$ cat src/rtl/bus_mem_if_pkg.sv
// ---------------------------------------------------------------------------
// bus_mem_if_pkg
// Shared definitions for the bus-to-SRAM interface block:
//   - WORD_W / DEFAULT_WAIT_CYCLES : default word width and strobe wait count
//   - mem_state_e                  : access sequencer states
//   - sram_strobes_t               : bundle of the five active-low SRAM strobes
//   - cnt_width()                  : width of a down-counter for a wait count
//   - access_strobes()             : strobe pattern for an active access
// ---------------------------------------------------------------------------
package bus_mem_if_pkg;

    localparam int WORD_W              = 16;
    localparam int DEFAULT_WAIT_CYCLES = 2;

    typedef enum logic [1:0] {
        IDLE   = 2'd0,
        ACCESS = 2'd1,
        DONE   = 2'd2
    } mem_state_e;

    typedef struct packed {
        logic ce_n;
        logic ub_n;
        logic lb_n;
        logic oe_n;
        logic we_n;
    } sram_strobes_t;

    localparam sram_strobes_t STROBES_IDLE = '{ce_n: 1'b1, ub_n: 1'b1, lb_n: 1'b1,
                                               oe_n: 1'b1, we_n: 1'b1};

    // Counter must hold WAIT_CYCLES-1; never narrower than one bit.
    function automatic int cnt_width(input int wait_cycles);
        int w;
        w = $clog2(wait_cycles + 1);
        return (w < 1) ? 1 : w;
    endfunction

    // Chip and both byte lanes enabled; exactly one of OE_N / WE_N active.
    function automatic sram_strobes_t access_strobes(input logic is_write);
        sram_strobes_t s;
        s.ce_n = 1'b0;
        s.ub_n = 1'b0;
        s.lb_n = 1'b0;
        s.oe_n = is_write;
        s.we_n = ~is_write;
        return s;
    endfunction

endpackage

$ cat src/rtl/bus_mem_if_wait_counter.sv
// ---------------------------------------------------------------------------
// mem_wait_counter
// Loadable down-counter used to time memory strobes. Saturates at zero.
//   i_clk   : clock, rising edge
//   i_reset : synchronous active-high clear
//   i_load  : load i_init (has priority over i_en)
//   i_en    : decrement by one while non-zero
//   i_init  : load value
//   o_zero  : count is zero
// ---------------------------------------------------------------------------
module mem_wait_counter #(
    parameter int CNT_W = 2
) (
    input  logic             i_clk,
    input  logic             i_reset,
    input  logic             i_load,
    input  logic             i_en,
    input  logic [CNT_W-1:0] i_init,
    output logic             o_zero
);

    logic [CNT_W-1:0] r_count;

    // NOTE: sequential state uses non-blocking assignment so every register
    // samples pre-edge values regardless of block evaluation order.
    always_ff @(posedge i_clk) begin
        if (i_reset) begin
            r_count <= '0;
        end else if (i_load) begin
            r_count <= i_init;
        end else if (i_en && (r_count != '0)) begin
            r_count <= r_count - 1'b1;
        end
    end

    assign o_zero = (r_count == '0);

endmodule

$ cat src/rtl/bus_mem_if.sv
// ---------------------------------------------------------------------------
// bus_mem_if
// Receiving end of the datapath bus. Captures the bus into MAR/MDR and runs
// single-word SRAM accesses with strobes held for WAIT_CYCLES cycles.
//   Clk, Reset           : clock; synchronous active-high reset
//   BUS                  : datapath bus value
//   LD_MAR / LD_MDR      : load MAR / MDR from BUS (honoured only when idle)
//   mem_start, mem_we    : start one access; mem_we=1 write, 0 read
//   Data_from_SRAM       : SRAM read data, captured into MDR at end of a read
//   MAR, MDR             : address / data registers
//   ADDR, Data_to_SRAM   : SRAM address / write data (copies of MAR / MDR)
//   CE_N..WE_N           : registered active-low SRAM strobes
//   busy, done           : registered status; done pulses for one cycle
// ---------------------------------------------------------------------------
module bus_mem_if
    import bus_mem_if_pkg::*;
#(
    parameter int WIDTH       = WORD_W,
    parameter int WAIT_CYCLES = DEFAULT_WAIT_CYCLES
) (
    input  logic             Clk,
    input  logic             Reset,
    input  logic [WIDTH-1:0] BUS,
    input  logic             LD_MAR,
    input  logic             LD_MDR,
    input  logic             mem_start,
    input  logic             mem_we,
    input  logic [WIDTH-1:0] Data_from_SRAM,
    output logic [WIDTH-1:0] MAR,
    output logic [WIDTH-1:0] MDR,
    output logic [WIDTH-1:0] ADDR,
    output logic [WIDTH-1:0] Data_to_SRAM,
    output logic             CE_N,
    output logic             UB_N,
    output logic             LB_N,
    output logic             OE_N,
    output logic             WE_N,
    output logic             busy,
    output logic             done
);

    localparam int               CNT_W    = cnt_width(WAIT_CYCLES);
    localparam logic [CNT_W-1:0] CNT_INIT = CNT_W'(WAIT_CYCLES - 1);

    mem_state_e    r_state;
    logic          r_op_we;
    logic [WIDTH-1:0] r_mar;
    logic [WIDTH-1:0] r_mdr;
    sram_strobes_t r_strobes;
    logic          r_busy;
    logic          r_done;

    logic w_idle;
    logic w_accept;
    logic w_cnt_zero;
    logic w_last_access;

    assign w_idle        = (r_state == IDLE);
    assign w_accept      = w_idle && mem_start;
    // Final ACCESS cycle: the edge that ends it moves to DONE.
    assign w_last_access = (r_state == ACCESS) && w_cnt_zero;

    mem_wait_counter #(
        .CNT_W (CNT_W)
    ) u_wait_cnt (
        .i_clk   (Clk),
        .i_reset (Reset),
        .i_load  (w_accept),
        .i_en    (r_state == ACCESS),
        .i_init  (CNT_INIT),
        .o_zero  (w_cnt_zero)
    );

    // MAR/MDR. Loads are only honoured in IDLE so both stay stable across an
    // access; a load coinciding with mem_start lands on the same edge, so the
    // access sees the new value. Read capture outranks LD_MDR.
    always_ff @(posedge Clk) begin
        if (Reset) begin
            r_mar <= '0;
            r_mdr <= '0;
        end else begin
            if (w_idle && LD_MAR) begin
                r_mar <= BUS;
            end
            if (w_last_access && !r_op_we) begin
                r_mdr <= Data_from_SRAM;
            end else if (w_idle && LD_MDR) begin
                r_mdr <= BUS;
            end
        end
    end

    // Sequencer. Outputs are set on the transition into each state, so the
    // strobes/busy/done registers line up exactly with the state register.
    always_ff @(posedge Clk) begin
        if (Reset) begin
            r_state   <= IDLE;
            r_op_we   <= 1'b0;
            r_strobes <= STROBES_IDLE;
            r_busy    <= 1'b0;
            r_done    <= 1'b0;
        end else begin
            case (r_state)
                IDLE: begin
                    r_done <= 1'b0;
                    if (mem_start) begin
                        r_op_we   <= mem_we;
                        r_strobes <= access_strobes(mem_we);
                        r_busy    <= 1'b1;
                        r_state   <= ACCESS;
                    end
                end
                ACCESS: begin
                    if (w_cnt_zero) begin
                        r_strobes <= STROBES_IDLE;
                        r_done    <= 1'b1;
                        r_state   <= DONE;
                    end
                end
                DONE: begin
                    r_done  <= 1'b0;
                    r_busy  <= 1'b0;
                    r_state <= IDLE;
                end
                default: begin
                    r_strobes <= STROBES_IDLE;
                    r_busy    <= 1'b0;
                    r_done    <= 1'b0;
                    r_state   <= IDLE;
                end
            endcase
        end
    end

    assign MAR          = r_mar;
    assign MDR          = r_mdr;
    assign ADDR         = r_mar;
    assign Data_to_SRAM = r_mdr;
    assign CE_N         = r_strobes.ce_n;
    assign UB_N         = r_strobes.ub_n;
    assign LB_N         = r_strobes.lb_n;
    assign OE_N         = r_strobes.oe_n;
    assign WE_N         = r_strobes.we_n;
    assign busy         = r_busy;
    assign done         = r_done;

endmodule

$ cat config.mk
export PLATFORM = sky130hd
export DESIGN_NAME = bus_mem_if
export DESIGN_NICKNAME = d
export VERILOG_FILES = /design/src/rtl/bus_mem_if_pkg.sv /design/src/rtl/bus_mem_if_wait_counter.sv /design/src/rtl/bus_mem_if.sv
export SDC_FILE = /design/constraint.sdc
export NUM_CORES = 1
export LEC_CHECK = 0
export CAP_MARGIN = 20
export CORE_UTILIZATION = 30
export CTS_CLUSTER_SIZE = 8
export DETAILED_ROUTE_END_ITERATION = 8
export GPL_TIMING_DRIVEN = 0
export SKIP_LAST_GASP = 1
export SYNTH_ARGS = -nofsm -noshare
export SYNTH_HDL_FRONTEND = slang
export SYNTH_SLANG_ARGS = --single-unit
$ cat constraint.sdc
create_clock -name Clk -period 3.4 [get_ports Clk]
set_input_delay 0.85 -clock Clk [delete_from_list [all_inputs] [get_ports Clk]]
set_output_delay 0.85 -clock Clk [all_outputs]
set_load 0.1 [all_outputs]
==> Word level (Yosys, flattened, before mapping) <==
Cells that the tools add are included.
{ "classes": {"n_reduce_logical": 18, "eq_ne": 4, "addsub": 1, "bitwise_logic": 3, "muxes": 12} }
{ "op_table": {"columns": ["op", "n"], "rows": [
  ["$mux 16", 2],
  ["$pmux 5 s3", 1],
  ["$mux 5", 2],
  ["$logic_and 1x1->1", 6],
  ["$reduce_and 2->1", 3],
  ["$reduce_bool 2->1", 3],
  ["$logic_not 2->1", 2],
  ["$mux 2", 2],
  ["$ne 2x2->1 const B", 2],
  ["$pmux 2 s2", 1],
  ["$reduce_or 2->1", 2],
  ["$mux 1", 3],
  ["$not 1->1", 3],
  ["$reduce_and 3->1", 1],
  ["$eq 2x1->1 const B", 1],
  ["$eq 2x2->1 const B", 1],
  ["$pmux 1 s2", 1],
  ["$sub 2x1->2 const B", 1],
  ["$logic_not 1->1", 1]
]} }
{ "totals": {"out_inout_bits": 71, "reg_bits": 44, "in_bits": 38, "word_cells": 51} }

==> Depth between registers and ports, before layout <==
Gate-level depths: netlist (run 1).
{ "logic_depth": {"depth_word": 4, "depth_mapped": 6, "depth_no_buf": 5} }

==> Cells and area by module <==
Synthesis (run 1) repeated with hierarchy kept, for this count alone.
{ "unflattened": {"hier_cells": 211, "hier_area_um2": 1989.4} }
{ "modules_own_cells": {"columns": ["mod", "area_each_um2", "cells_per_inst", "instances", "seq_area_each_um2"], "rows": [
  ["bus_mem_if", 1863.0, 197, 1, 800.8],
  ["mem_wait_counter", 126.4, 14, 1, 40.0]
]} }

==> Worst setup path after synthesis (run 1) <==
Ideal clock, no wire load.
{ "synth_timing": {"kind": "reg2out", "startpoint": "register CE_N (netlist name)", "endpoint": "output LB_N", "required_ps": 2550, "stages_incl_launch_ff": 2, "t_arrival_ps": 1391, "path_buffers": 1, "slack_ps": 1159, "cell_sequence": "dfxtp_1 buf_4"} }
{ "synth_rtl": {"columns": ["element", "line", "text"], "rows": [
  ["end: declaration", "bus_mem_if.sv:35", "output logic LB_N,"]
]} }

==> Final worst setup path (run 1) <==
{ "layout_timing": {"startpoint": "register r_mdr[8], in the netlist Data_to_SRAM[8]", "endpoint": "output MDR[8]"} }
{ "layout_rtl": {"columns": ["element", "line", "text"], "rows": [
  ["start: declaration", "bus_mem_if.sv:48", "logic [WIDTH-1:0] r_mdr;"],
  ["start signal: assignment", "bus_mem_if.sv:86", "r_mdr <= Data_from_SRAM;"],
  ["end: declaration", "bus_mem_if.sv:30", "output logic [WIDTH-1:0] MDR,"]
]} }
No word-level cell between the ends.

==> impl_metrics.py, run 1 <==
metrics = {
    "final_layout": {
        "diodes": 0,
        "post-route-cell-area_mm2": 0.003427,
        "drive_gt1_frac": 0.2088,
        "nNetsFinal": 402,
        "area_growth_pct": 59.80,
    },
    "setup_path": {
        "required_ps": 2550,
        "worst-path-max-fanout": 3,
        "slowest_delay_ps": 1110,
        "cp-start-kind": "register",
        "cp_slowest_cell": "clkdlybuf4s50_1",
        "end_kind": "output pin",
        "path_cells": "buf_4 > clkdlybuf4s50_1",
        "r2r_setup_slack_ps": 1720,
        "critical_path_class": "register to output pin",
        "crit_arrival_ps": 1920,
    },
    "placed_design": {
        "dpl.hpwl_um": 4522,
        "numPortBuffers": 107,
        "place_area_mm2": 0.003336,
        "place_congestion": 0.7285,
    },
    "pwr": {
        "cellPowerDensity_mw_per_mm2": 566.8,
        "p_leak_nw": 1.321,
        "peakVddDrop_uv": 278.2,
    },
    "min_path": {
        "min_path_type": "register to register",
    },
    "drt": {
        "top_layer_used": "met4",
        "drt_first_pass_iters": 4,
        "wl_met1_um": 2790,
        "wl_per_cell_um": 12.98,
        "wl_um": 5969,
        "drc": 0,
        "wl_met3_um": 383,
        "met2_length_um": 2729,
        "antenna_left": 0,
        "drt_iter0_drc": 48,
        "vias": 2058,
        "viasPerCell": 4.474,
    },
    "die": {
        "die_x_um": 86.55,
        "core_area_mm2": 0.006832,
        "rows": 30,
        "ios": 109,
        "die_h_um": 86.55,
        "start_util": 0.3139,
        "dieArea_mm2": 0.007491,
    },
    "status": {
        "status": "finished clean",
    },
    "grt": {
        "antenna_found_initial": 0,
        "grt_pass1_wl_um": 9466,
        "track_usage": 0.1638,
        "grt_pass1_vias": 1923,
        "grt.overflow.total": 0,
        "grt_max_degree": 13,
    },
    "timing": {
        "rsz0062_at_grt": "no",
        "fin_tns_setup_ps": 0,
        "finClkSkew_ps": 4.496,
        "slew_headroom": 0.3468,
        "worstMarginPinSlew_ps": 976.8,
        "hold_viol": 0,
        "slew_violations": 0,
        "setup_viol": 0,
        "final.min_clock_period_ps": 2765,
        "min_period_over_period": 0.8132,
        "fmax_mhz": 361.7,
    },
    "clock_tree": {
        "ctsHoldBuffers": 0,
        "clock_sinks": 42,
        "h-tree-depth": 2,
        "ctsResizeCount": 0,
        "cts_setup_buffers": 0,
        "cts_root_buf": "clkbuf_8",
        "clkTransAtPathRegs_ps": 80,
        "tritoncts": "built",
        "clk_path_buf_depth": 2,
        "cts_made_buffers": 5,
        "clk_latency_ps": 300,
    },
    "synthesis": {
        "postSynthCellCount": 249,
        "syn_area_mm2": 0.002145,
        "synthDistinctLibCells": 33,
        "avgSynthCellArea_um2": 8.613,
        "ys_warn_count": 0,
        "synth_nets": 288,
        "synth_edf_count": 0,
        "synth_area_leader_cell": "dfxtp_1",
        "synth_common_cells": "nand2_1 (50), dfxtp_1 (42), buf_4 (40), a21oi_1 (22), nor3_1 (19)",
        "synth.top_cells.by_area": "dfxtp_1 (39%), buf_4 (14%), nand2_1 (8.8%), a21oi_1 (5.1%), a211oi_2 (4.7%)",
        "ys_async_sr_fraction": 0,
        "yosys.area.top_type_share": 0.3921,
        "ys_seq_area_frac": 0.3921,
        "yosys_register_bits": 42,
        "ys.flop_type": "dfxtp_1",
        "synth.most_common_cell": "nand2_1",
    },
    "run": {
        "drv_cap": 0,
    },
}
## worst max-delay path, delay by kind of cell (launching register included)
kind                   cells  cell delay [ps]
buffers and inverters      2             1230
flip-flops                 1              380
## final timing paths
kind / depth (start not counted) / to / from
worst min-delay path: 2 / ADDR[14] / ADDR[14]
worst max register to register: 6 / Data_to_SRAM[4] / u_wait_cnt.r_count[0]
worst min register to register: 2 / ADDR[14] / ADDR[14]
worst max-delay path: 2 / MDR[8] / Data_to_SRAM[8]
## sequential cells by signal, indices dropped and copies added (netlist names)
signal,flops
ADDR,16
CE_N,1
Data_to_SRAM,16
OE_N,1
WE_N,1
busy,1
done,1
r_op_we,1
r_state,2
u_wait_cnt.r_count,2
## layout make-up
cell class	count	area, um^2
Sequential cell	42	840.8
Clock buffer	7	86.33
Tap cell	96	120.1
Multi-Input combinational cell	152	928.4
Buffer	51	360.3
Fill cell	699	3405
Clock inverter	1	5.005
Inverter	4	15.01
Timing Repair Buffer	107	1071
## cells by family after synthesis
kind of cell | count (synthesis) | share of synthesized area
AND/OR/NAND/NOR | 90 | 0.2153
flip-flops | 42 | 0.3921
buffers and inverters | 55 | 0.1750
adder cells (fa/ha/maj) | 1 | 0.005833
multiplexers | 2 | 0.009918
AO/OA/AOI/OAI | 59 | 0.2019
## placed cells by master, fill, tap and decap left out, drive strengths merged, types with 3 or more instances in the layout
master	count
clkdlybuf4s50	107
a211oi	14
clkbuf	13
or3b	5
nand2	50
dfxtp	42
o21ai	16
nor2	4
nor3	19
buf	45
o21bai	3
inv	4
a21oi	22
nor3b	3
## routing by layer
layer  track usage  up-vias
met2        0.2734       73
met4       0.05000        0
li1              -     1049
met5             0        -
met1        0.2069      928
met3       0.04286        8
## report_power, final
part	internal (mW)	leakage, nW	total (mW)	switching, mW
Combinational	0.287	0.927	1.03	0.744
Clock	0.164	0.0482	0.338	0.174
Sequential	0.538	0.347	0.574	0.0359
## per-stage QoR
stage                       util  instances  power (mW)  setup WS, ps  hold WS, ps
after global placement    0.4883        452       1.615         962.9        461.6
after global routing      0.5016        460       2.015         571.7        492.1
after detailed placement  0.4883        452       1.622         954.9        465.7
after CTS                 0.5016        460       1.962         627.3        479.2
final                     0.5016        460       1.942         635.0        475.6
after floorplan                -        249       1.380          1159        467.1
Note: power is estimated with default switching activity, not from simulation.
==> run 2, diff against run 1 <==
==> constraint.sdc (replaced) <==
create_clock -name Clk -period 2.6 [get_ports Clk]
set_input_delay 0.65 -clock Clk [delete_from_list [all_inputs] [get_ports Clk]]
set_output_delay 0.65 -clock Clk [all_outputs]
set_load 0.1 [all_outputs]
==> run 2 against run 1 <==
Total power grew 31%; worst setup slack lost 590 ps; combinational power grew 31%; sequential share of layout area shrank 0.14 points; clock skew is essentially flat; sequential power grew 31%; global-route usage is the same.
==> impl_metrics.py, run 2 (synthesized netlist as in run 1, its figures left out) <==
metrics = {
    "status": {
        "status": "finished clean",
    },
    "setup_path": {
        "end_kind": "output pin",
        "critical_path_class": "register to output pin",
        "crit_arrival_ps": 1910,
        "r2r_setup_slack_ps": 920,
        "r2r-end": "Data_to_SRAM[4]",
        "cp-start-kind": "register",
        "r2r_cells": 6,
        "path_cells": "buf_4 > clkdlybuf4s50_1",
        "crit_end": "MDR[5]",
        "critPathLaunch": "Data_to_SRAM[5]",
        "slowest_delay_ps": 1110,
        "worst-path-max-fanout": 3,
        "worstReg2RegStart": "u_wait_cnt.r_count[0]",
        "cp_slowest_cell": "clkdlybuf4s50_1",
        "required_ps": 1950,
    },
    "clock_tree": {
        "cts_root_buf": "clkbuf_8",
        "tritoncts": "built",
        "cts_made_buffers": 5,
        "clock_sinks": 42,
        "cts_setup_buffers": 0,
        "clk_path_buf_depth": 2,
        "clk_latency_ps": 300,
        "clkTransAtPathRegs_ps": 80,
        "h-tree-depth": 2,
    },
    "grt": {
        "grt_pass1_vias": 1923,
        "grt.overflow.total": 0,
        "track_usage": 0.1638,
        "antenna_found_initial": 0,
        "grt_pass1_wl_um": 9466,
        "grt_max_degree": 13,
    },
    "placed_design": {
        "place_congestion": 0.7285,
        "numPortBuffers": 107,
        "placed_cells": 452,
        "dpl.hpwl_um": 4522,
    },
    "die": {
        "core_area_mm2": 0.006832,
        "start_util": 0.3139,
        "dieArea_mm2": 0.007491,
        "rows": 30,
        "die_h_um": 86.55,
        "die_x_um": 86.55,
        "ios": 109,
    },
    "drt": {
        "drc": 0,
        "wl_per_cell_um": 13.04,
        "drt_first_pass_iters": 4,
        "wl_um": 5998,
        "drt_iter0_drc": 52,
        "vias": 2061,
        "antenna_left": 0,
        "viasPerCell": 4.480,
    },
    "pwr": {
        "peakVddDrop_uv": 363.8,
        "p_leak_nw": 1.443,
        "cellPowerDensity_mw_per_mm2": 736.8,
    },
    "timing": {
        "slew_headroom": 0.3468,
        "fmax_mhz": 390.6,
        "hold_viol": 0,
        "fin_tns_setup_ps": 0,
        "final.min_clock_period_ps": 2560,
        "setup_viol": 0,
        "min_period_over_period": 0.9846,
        "finClkSkew_ps": 4.488,
        "worstMarginPinSlew_ps": 976.8,
        "slew_violations": 0,
        "rsz0062_at_grt": "no",
    },
    "run": {
        "drv_cap": 0,
    },
    "final_layout": {
        "layout_commonest_cell": "clkdlybuf4s50_1",
        "nFillCells": 699,
        "final_cells": 460,
        "nNetsFinal": 402,
        "diodes": 0,
        "area_growth_pct": 60.74,
        "drive_gt1_frac": 0.2088,
        "final_cell_mix": "clkdlybuf4s50_1 (99), nand2_1 (50), dfxtp_1 (42), buf_4 (40), a21oi_1 (22)",
    },
    "min_path": {
        "min_path_type": "register to register",
    },
}
[run 2: metal layers]
layer  part of all wire  track usage
met3              0.065      0.04286
met1               0.47       0.2069
met4              0.012      0.05000
met5                  0            0
met2               0.46       0.2734
[run 2: what timing repair did]
item	CTS	global route
gates resized for setup	0	8
hold buffers	0	0
setup endpoints to repair	0	8
[run 2: cell type report]
class | instances | area (um^2) | share of cell area
Tap cell | 96 | 120.1 | 0.03485
Buffer | 51 | 360.3 | 0.1045
Clock inverter | 1 | 5.005 | 0.001452
Sequential cell | 42 | 840.8 | 0.2439
Multi-Input combinational cell | 152 | 928.4 | 0.2693
Clock buffer | 7 | 86.33 | 0.02505
Inverter | 4 | 15.01 | 0.004356
Timing Repair Buffer | 107 | 1091 | 0.3165
[run 2: stage by stage]
step           total power, mW  instance area (um^2)  setup WS [ps]    util  hold slack [ps]
2_1_floorplan            1.804                  2145          558.8       -            467.1
3_3_place_gp             2.112                  3336          362.9  0.4883            461.6
3_5_place_dp             2.121                  3336          355.0  0.4883            465.7
4_1_cts                  2.565                  3427          27.29  0.5016            479.2
5_1_grt                  2.633                  3447         0.6721  0.5046            492.1
6_report                 2.540                  3447          40.16  0.5046            475.7
[run 2: worst min-delay path by stage]
stage	start	endpoint	slack [ps]	depth (start not counted)
6_report	ADDR[14]	ADDR[14]	480	2
2_1_floorplan	r_op_we	r_op_we	470	2
3_5_place_dp	ADDR[0]	ADDR[0]	470	2
4_1_cts	ADDR[4]	ADDR[4]	480	2
3_3_place_gp	ADDR[4]	ADDR[4]	460	2
5_1_grt	ADDR[14]	ADDR[14]	490	2
[run 2: report_power, final]
part	internal (mW)	total (mW)	switching (mW)
clock	0.215	0.443	0.229
sequential	0.703	0.750	0.0469
combinational	0.374	1.35	0.972
total	1.29	2.54	1.25
[run 2: worst max-delay path, delay by kind of cell (launching register included)]
family / cells / cell delay, ps
buffers and inverters: 2 / 1230
flip-flops: 1 / 380
